### config.mk
export PLATFORM = sky130hd
export DESIGN_NAME = regfile_param_flat
export DESIGN_NICKNAME = d
export VERILOG_FILES = /design/src/rtl/regfile_param_if.sv /design/src/rtl/regfile_param.sv /design/src/flat_wrapper.sv
export SDC_FILE = /design/constraint.sdc
export NUM_CORES = 1
export LEC_CHECK = 0
export CAP_MARGIN = 20
export CORE_UTILIZATION = 60
export DETAILED_ROUTE_END_ITERATION = 16
export PLACE_DENSITY = 0.86
export RECOVER_POWER = 25
export SLEW_MARGIN = 10
export SYNTH_ARGS = -nofsm -noshare
export SYNTH_HDL_FRONTEND = slang
export SYNTH_SLANG_ARGS = --single-unit
### constraint.sdc
create_clock -name clk -period 6.6 [get_ports clk]
set_input_delay 0.66 -clock clk [delete_from_list [all_inputs] [get_ports clk]]
set_output_delay 0.66 -clock clk [all_outputs]
set_load 0.05 [all_outputs]
### src/rtl/regfile_param_if.sv
// Bus bundle for regfile_param: write, read, scoreboard and clear signals.
// The master drives requests and addresses; the register file answers as slave.
interface regfile_param_if #(
    parameter int WIDTH = 8,
    parameter int AW    = 3
);
    logic             we;
    logic [AW-1:0]    waddr;
    logic [WIDTH-1:0] wdata;
    logic [AW-1:0]    raddr1;
    logic [WIDTH-1:0] rdata1;
    logic [AW-1:0]    raddr2;
    logic [WIDTH-1:0] rdata2;
    logic             mark_en;
    logic [AW-1:0]    mark_addr;
    logic             pend1;
    logic             pend2;
    logic             clr_req;
    logic             clr_busy;

    modport master (
        output we, waddr, wdata,
        output raddr1, raddr2,
        output mark_en, mark_addr,
        output clr_req,
        input  rdata1, rdata2,
        input  pend1, pend2,
        input  clr_busy
    );

    modport slave (
        input  we, waddr, wdata,
        input  raddr1, raddr2,
        input  mark_en, mark_addr,
        input  clr_req,
        output rdata1, rdata2,
        output pend1, pend2,
        output clr_busy
    );
endinterface

### src/rtl/regfile_param.sv
// Parametrised register file: 1 write, 2 async reads, optional bypass,
// per-register pending bits and a one-entry-per-cycle bulk clear engine.
module regfile_param #(
    parameter int WIDTH    = 8,
    parameter int DEPTH    = 8,
    parameter bit ZERO_REG = 1'b1,
    parameter bit BYPASS   = 1'b1
) (
    input  logic            clk,
    input  logic            rst,
    regfile_param_if.slave  bus
);
    localparam int AW = (DEPTH > 1) ? $clog2(DEPTH) : 1;
    localparam logic [AW:0]   DEPTH_EXT = (AW + 1)'(DEPTH);
    localparam logic [AW-1:0] LAST      = AW'(DEPTH - 1);

    typedef enum logic {
        IDLE,
        CLEAR
    } state_t;

    state_t           state;
    state_t           state_nxt;
    logic [AW-1:0]    idx;
    logic [WIDTH-1:0] regs [DEPTH];
    logic [DEPTH-1:0] pending;
    logic             busy;
    logic             wr_ok;
    logic             mk_ok;

    function automatic logic in_range(input logic [AW-1:0] a);
        return {1'b0, a} < DEPTH_EXT;
    endfunction

    function automatic logic usable(input logic [AW-1:0] a);
        return in_range(a) && !(ZERO_REG && a == '0);
    endfunction

    assign busy = (state == CLEAR);

    // Gating with rst keeps the bypass from leaking data while in reset.
    assign wr_ok = !rst && bus.we && !busy && usable(bus.waddr);
    assign mk_ok = !rst && bus.mark_en && !busy
                   && usable(bus.mark_addr);

    function automatic logic [WIDTH-1:0] read_port(
        input logic [AW-1:0] a
    );
        logic [WIDTH-1:0] d;
        d = '0;
        if (usable(a))
            d = regs[a];
        if (BYPASS && wr_ok && bus.waddr == a)
            d = bus.wdata;
        return d;
    endfunction

    function automatic logic pend_port(input logic [AW-1:0] a);
        logic p;
        p = 1'b0;
        if (in_range(a))
            p = pending[a];
        return p;
    endfunction

    always_comb begin
        bus.rdata1   = read_port(bus.raddr1);
        bus.rdata2   = read_port(bus.raddr2);
        bus.pend1    = pend_port(bus.raddr1);
        bus.pend2    = pend_port(bus.raddr2);
        bus.clr_busy = busy;
    end

    always_comb begin
        state_nxt = state;
        unique case (state)
            IDLE:  if (bus.clr_req) state_nxt = CLEAR;
            CLEAR: if (idx == LAST) state_nxt = IDLE;
        endcase
    end

    always_ff @(posedge clk or posedge rst) begin
        if (rst) begin
            state <= IDLE;
            idx   <= '0;
        end else begin
            state <= state_nxt;
            if (state == CLEAR && idx != LAST)
                idx <= idx + 1'b1;
            else
                idx <= '0;
        end
    end

    // Mark is applied after write so a same-cycle mark wins.
    always_ff @(posedge clk or posedge rst) begin
        if (rst) begin
            for (int i = 0; i < DEPTH; i++)
                regs[i] <= '0;
            pending <= '0;
        end else if (busy) begin
            regs[idx]    <= '0;
            pending[idx] <= 1'b0;
        end else begin
            if (wr_ok) begin
                regs[bus.waddr]    <= bus.wdata;
                pending[bus.waddr] <= 1'b0;
            end
            if (mk_ok)
                pending[bus.mark_addr] <= 1'b1;
        end
    end
endmodule

### src/flat_wrapper.sv
// flat-port wrapper written by rule: the top's interface ports become plain ports
module regfile_param_flat 
#(
    parameter int WIDTH    = 8,
    parameter int DEPTH    = 8,
    parameter bit ZERO_REG = 1'b1,
    parameter bit BYPASS   = 1'b1
)
  (clk, rst, bus_we, bus_waddr, bus_wdata, bus_raddr1, bus_raddr2, bus_mark_en, bus_mark_addr, bus_clr_req, bus_rdata1, bus_rdata2, bus_pend1, bus_pend2, bus_clr_busy);
  regfile_param_if #(.WIDTH(WIDTH), .AW(3)) bus_i ();
  input  logic clk;
  input  logic rst;
  input wire logic [$bits(bus_i.we)-1:0] bus_we;
  input wire logic [$bits(bus_i.waddr)-1:0] bus_waddr;
  input wire logic [$bits(bus_i.wdata)-1:0] bus_wdata;
  input wire logic [$bits(bus_i.raddr1)-1:0] bus_raddr1;
  input wire logic [$bits(bus_i.raddr2)-1:0] bus_raddr2;
  input wire logic [$bits(bus_i.mark_en)-1:0] bus_mark_en;
  input wire logic [$bits(bus_i.mark_addr)-1:0] bus_mark_addr;
  input wire logic [$bits(bus_i.clr_req)-1:0] bus_clr_req;
  output wire logic [$bits(bus_i.rdata1)-1:0] bus_rdata1;
  output wire logic [$bits(bus_i.rdata2)-1:0] bus_rdata2;
  output wire logic [$bits(bus_i.pend1)-1:0] bus_pend1;
  output wire logic [$bits(bus_i.pend2)-1:0] bus_pend2;
  output wire logic [$bits(bus_i.clr_busy)-1:0] bus_clr_busy;
  assign bus_i.we = bus_we;
  assign bus_i.waddr = bus_waddr;
  assign bus_i.wdata = bus_wdata;
  assign bus_i.raddr1 = bus_raddr1;
  assign bus_i.raddr2 = bus_raddr2;
  assign bus_i.mark_en = bus_mark_en;
  assign bus_i.mark_addr = bus_mark_addr;
  assign bus_i.clr_req = bus_clr_req;
  assign bus_rdata1 = bus_i.rdata1;
  assign bus_rdata2 = bus_i.rdata2;
  assign bus_pend1 = bus_i.pend1;
  assign bus_pend2 = bus_i.pend2;
  assign bus_clr_busy = bus_i.clr_busy;
  regfile_param #(.WIDTH(WIDTH), .DEPTH(DEPTH), .ZERO_REG(ZERO_REG), .BYPASS(BYPASS)) u_core (.clk(clk), .rst(rst), .bus(bus_i));
endmodule
==> results <==
- The run finished, with violations left.
- The checks that failed: capacitance limit, slew limit.
- For flop-to-flop paths, the worst setup slack is about 4.1 ns.
- The tree is rooted in a sky130_fd_sc_hd__clkbuf_8.
- The critical path starts at rst.
- The floorplan die area is ~8000 um2.
- The start of the worst register-to-register path is u_core.bus.clr_busy.
- Setup repair after global routing left no endpoint under its margin.
- After detailed routing, the total wire length is roughly 12 mm.
- Entering global routing, the biggest net connects 77 pins.
- The worst setup path is captured at an asynchronous set/reset pin.
- The class of the most critical setup path is input port to asynchronous set/reset pin.
- The setup-violating endpoint count in the final report is 0.
- The mapped netlist covers around 4500 um2.
- The tightest min-delay check is of the register to register type.
- The area overhead of the layout relative to synthesis is 13.1%.
- The part of the cycle the worst path needs is 0.698.
- The global-route wire length before repair is 19.7 mm.
- The number of CTS-inserted buffers is 9.
- STA puts the critical path data required time at about 6.1 ns.
- The number of hold buffers added after CTS was 0.
- The endpoint identified for the worst register-to-register timing path is u_core.pending[7].
- The worst setup slack after layout is 1.99 ns.
- The count of clock tree sinks is 76.
- The area of the placeable core is about 7300 um2.
- The final max-slew violation count came to 77.
- The count of filler cells inserted in the layout is about 550.
- The minimum period implied by the final worst setup slack is ~4.6 ns.
- The register bit total from synthesis is 76.
- The share of flip-flops with an asynchronous set or reset is 1.00.
- The leakage power figure is between 2 and 2.5 nW.
- Each instance of the synthesized netlist takes up on average 11.3 um2.
- The headroom to the max-slew limit is -1.70.
- The number of global-route vias before repair is between 3,000 and 4,000.
- The starting density of the core is 0.622.
- The sequential-to-total area share from yosys stat is 0.421.
- The first routing iteration left 399 violations.
- After detailed routing, the average wire length per cell comes to ~24 um.
- The total power draw is about 1.6 mW.
- Measured on the finished design, the core utilization comes to 0.704.
- In the layout the commonest cells are 76 x sky130_fd_sc_hd__dfrtp_1, 64 x sky130_fd_sc_hd__mux2i_1, 63 x sky130_fd_sc_hd__a22o_1, 41 x sky130_fd_sc_hd__clkdlybuf4s50_1, 30 x sky130_fd_sc_hd__a22oi_1.
- Between clock sinks in the finished design, the worst skew comes to just over 0.009 ns.
- The peak clock frequency supported by timing is around 220 MHz.
- During I/O placement, the number of pins put on the boundary was 44.
- After detailed routing, the number of vias per cell comes to 7.03.
- The worst-margin pin slew is 4.04 ns.
- The worst setup path is launched from an input port.
- Summing all multi-input logic gate instances after layout gives roughly 2400 um2.
- The remaining antenna violation count after routing is 0.
- The top fanout value on the critical path is 76.
- Final hold analysis gives a worst-case slack of ~0.53 ns.
- The maximum vdd ir drop is 0.000174 V.
- The global placement routability congestion is 0.903.
- Post-CTS repair changed the size of 0 cells.
- Counting along the longest clock path gives a buffer depth of 2.
- Port buffering added 43 buffers.
- Synthesis produced a netlist with a net count of 425.
- The data arrival time of the critical path is just over 4 ns.
- The die span in x is ~89 um.
- The library cell used most frequently in the layout, excluding fill and tap cells, is sky130_fd_sc_hd__dfrtp_1.
- The overall track demand over capacity in global routing is 0.347.
- The number of standard cells in the layout, taps in and fillers out is 525.
- The total instance count after detailed placement is a little over 500.
- Adding up every negative setup slack in the final design gives 0 ns.
- The total number of H-tree levels is 3.
- The first detailed-routing pass ran for 5 iterations.
- For this run, the post-layout net count is 448.
- The clock latency on the worst-skew pair is ~0.37 ns.
- In this run the most critical hold path is launched from u_core.regs[27].
- The cell area after placement is slightly below 5000 um2.
- The global route total overflow is 0.
- The clock transition time at the flip-flop clock pins of the worst setup and hold paths is around 0.080 ns.
- The floorplan step set the die height to slightly below 90 um.
- The total number of placement rows is 31.
- Measured in cells, the most critical reg-to-reg path has a length of 4.
- Yosys mapped the design onto 47 distinct sky130hd cell types.
- The repair_antennas step left the layout with diodes totalling 0.
- Summing all non-filler instances in the final layout gives an area of a little over 5000 um2.
- The most used flip-flop cell after synthesis is sky130_fd_sc_hd__dfrtp_1.
- The number of antenna violations at the first check in global routing is 0.
- The cell count after synthesis is 398.
- The HPWL reported at the end of detailed placement is 8.53 mm.
- The share of final-layout standard cells stronger than drive strength 1 is 0.110.
- In this run, synthesis inferred 0 flip-flops with an integrated enable.
- The final routed DRC violation total is 0.
- The pre-CTS setup slack is 2.46 ns.
- The final count of hold timing violations is 0.
- Across the run, the number of max-cap violations was 1.
- The combined flip-flop and latch cell area is between 1500 and 2000 um2.
- The number of instances on the worst hold path is 1.
- The total power density per cell area is roughly 310 nW/um2.
- TritonCTS built the clock tree.
- The buffers inserted during post-CTS setup optimization is 0.
- The total number of vias is between 3,000 and 4,000.
- The worst hold path terminates at u_core.regs[27].
- The synthesis warning total is 0.
## per-layer routing
metal	GRT usage	up-vias	wire length, um
li1	-	1588	-
met1	0.466	1854	5140
met2	0.522	207	5660
met3	0.0970	42	1210
met4	0.167	0	430
met5	0	-	0
## cell families after synthesis
logic type,after synthesis,share of synthesized area
buf+inv,37,0.0371
xor+xnor,5,0.00970
fa+ha+maj,2,0.00554
flops,76,0.421
simple gates,83,0.113
mux,70,0.167
compound gates,125,0.246
## power breakdown
part	total, mW	leakage (nW)	internal, mW	switching, mW
sequential	0.679	1.04	0.569	0.109
combinational	0.557	1.19	0.234	0.322
clock	0.359	0.0927	0.175	0.184
## worst max-delay path by stage
stage                                  to  slack (ns)
after floorplan             bus_rdata1[0]        3.14
after global placement      bus_rdata1[4]        2.43
after detailed placement    bus_rdata1[7]        2.46
after CTS                   bus_rdata1[7]        2.45
after global routing      u_core.regs[44]        1.19
final                     u_core.regs[20]        1.99
## flip-flops by register name, summed over array words and instances, names as in the netlist
signal,count
u_core.regs,64
u_core.pending,8
u_core.idx,3
u_core.bus.clr_busy,1
## Yosys cell counts (2+ instances only)
cell	number	area, um2
sky130_fd_sc_hd__o31ai_2	7	87.6
sky130_fd_sc_hd__a32o_1	2	20.0
sky130_fd_sc_hd__and2_1	3	18.8
sky130_fd_sc_hd__a21oi_4	2	32.5
sky130_fd_sc_hd__nor2b_1	17	106
sky130_fd_sc_hd__a31oi_2	3	37.5
sky130_fd_sc_hd__a22oi_1	30	225
sky130_fd_sc_hd__o211ai_1	3	22.5
sky130_fd_sc_hd__mux2_2	2	22.5
sky130_fd_sc_hd__clkbuf_1	9	33.8
sky130_fd_sc_hd__nor2_1	12	45.0
sky130_fd_sc_hd__nand2_1	15	56.3
sky130_fd_sc_hd__a22o_1	63	552
sky130_fd_sc_hd__nand3_1	16	80.1
sky130_fd_sc_hd__dfrtp_1	76	1900
sky130_fd_sc_hd__buf_2	11	55.1
sky130_fd_sc_hd__o31ai_1	5	37.5
sky130_fd_sc_hd__xnor2_1	5	43.8
sky130_fd_sc_hd__o21ai_1	4	20.0
sky130_fd_sc_hd__nor2_8	3	60.1
sky130_fd_sc_hd__buf_1	11	41.3
sky130_fd_sc_hd__nand2b_1	3	18.8
sky130_fd_sc_hd__inv_1	4	15.0
sky130_fd_sc_hd__mux2i_1	64	641
sky130_fd_sc_hd__buf_6	2	22.5
sky130_fd_sc_hd__ha_1	2	25.0
sky130_fd_sc_hd__mux4_2	4	90.1
## critical path, stage by stage
cell and delay, ns:
sky130_fd_sc_hd__clkdlybuf4s50_1 0.53, sky130_fd_sc_hd__clkinv_1 0.08, sky130_fd_sc_hd__clkbuf_1 2.82
## cell type report
cell class | count | share of cell area
clock buffer | 10 | 0.0250
clock inverter | 6 | 0.0125
inverter | 4 | 0.00294
multi-input combinational | 285 | 0.479
sequential | 76 | 0.373
tap | 99 | 0.0243
timing repair buffer | 45 | 0.0841
Note: power is estimated with default switching activity, not from simulation.
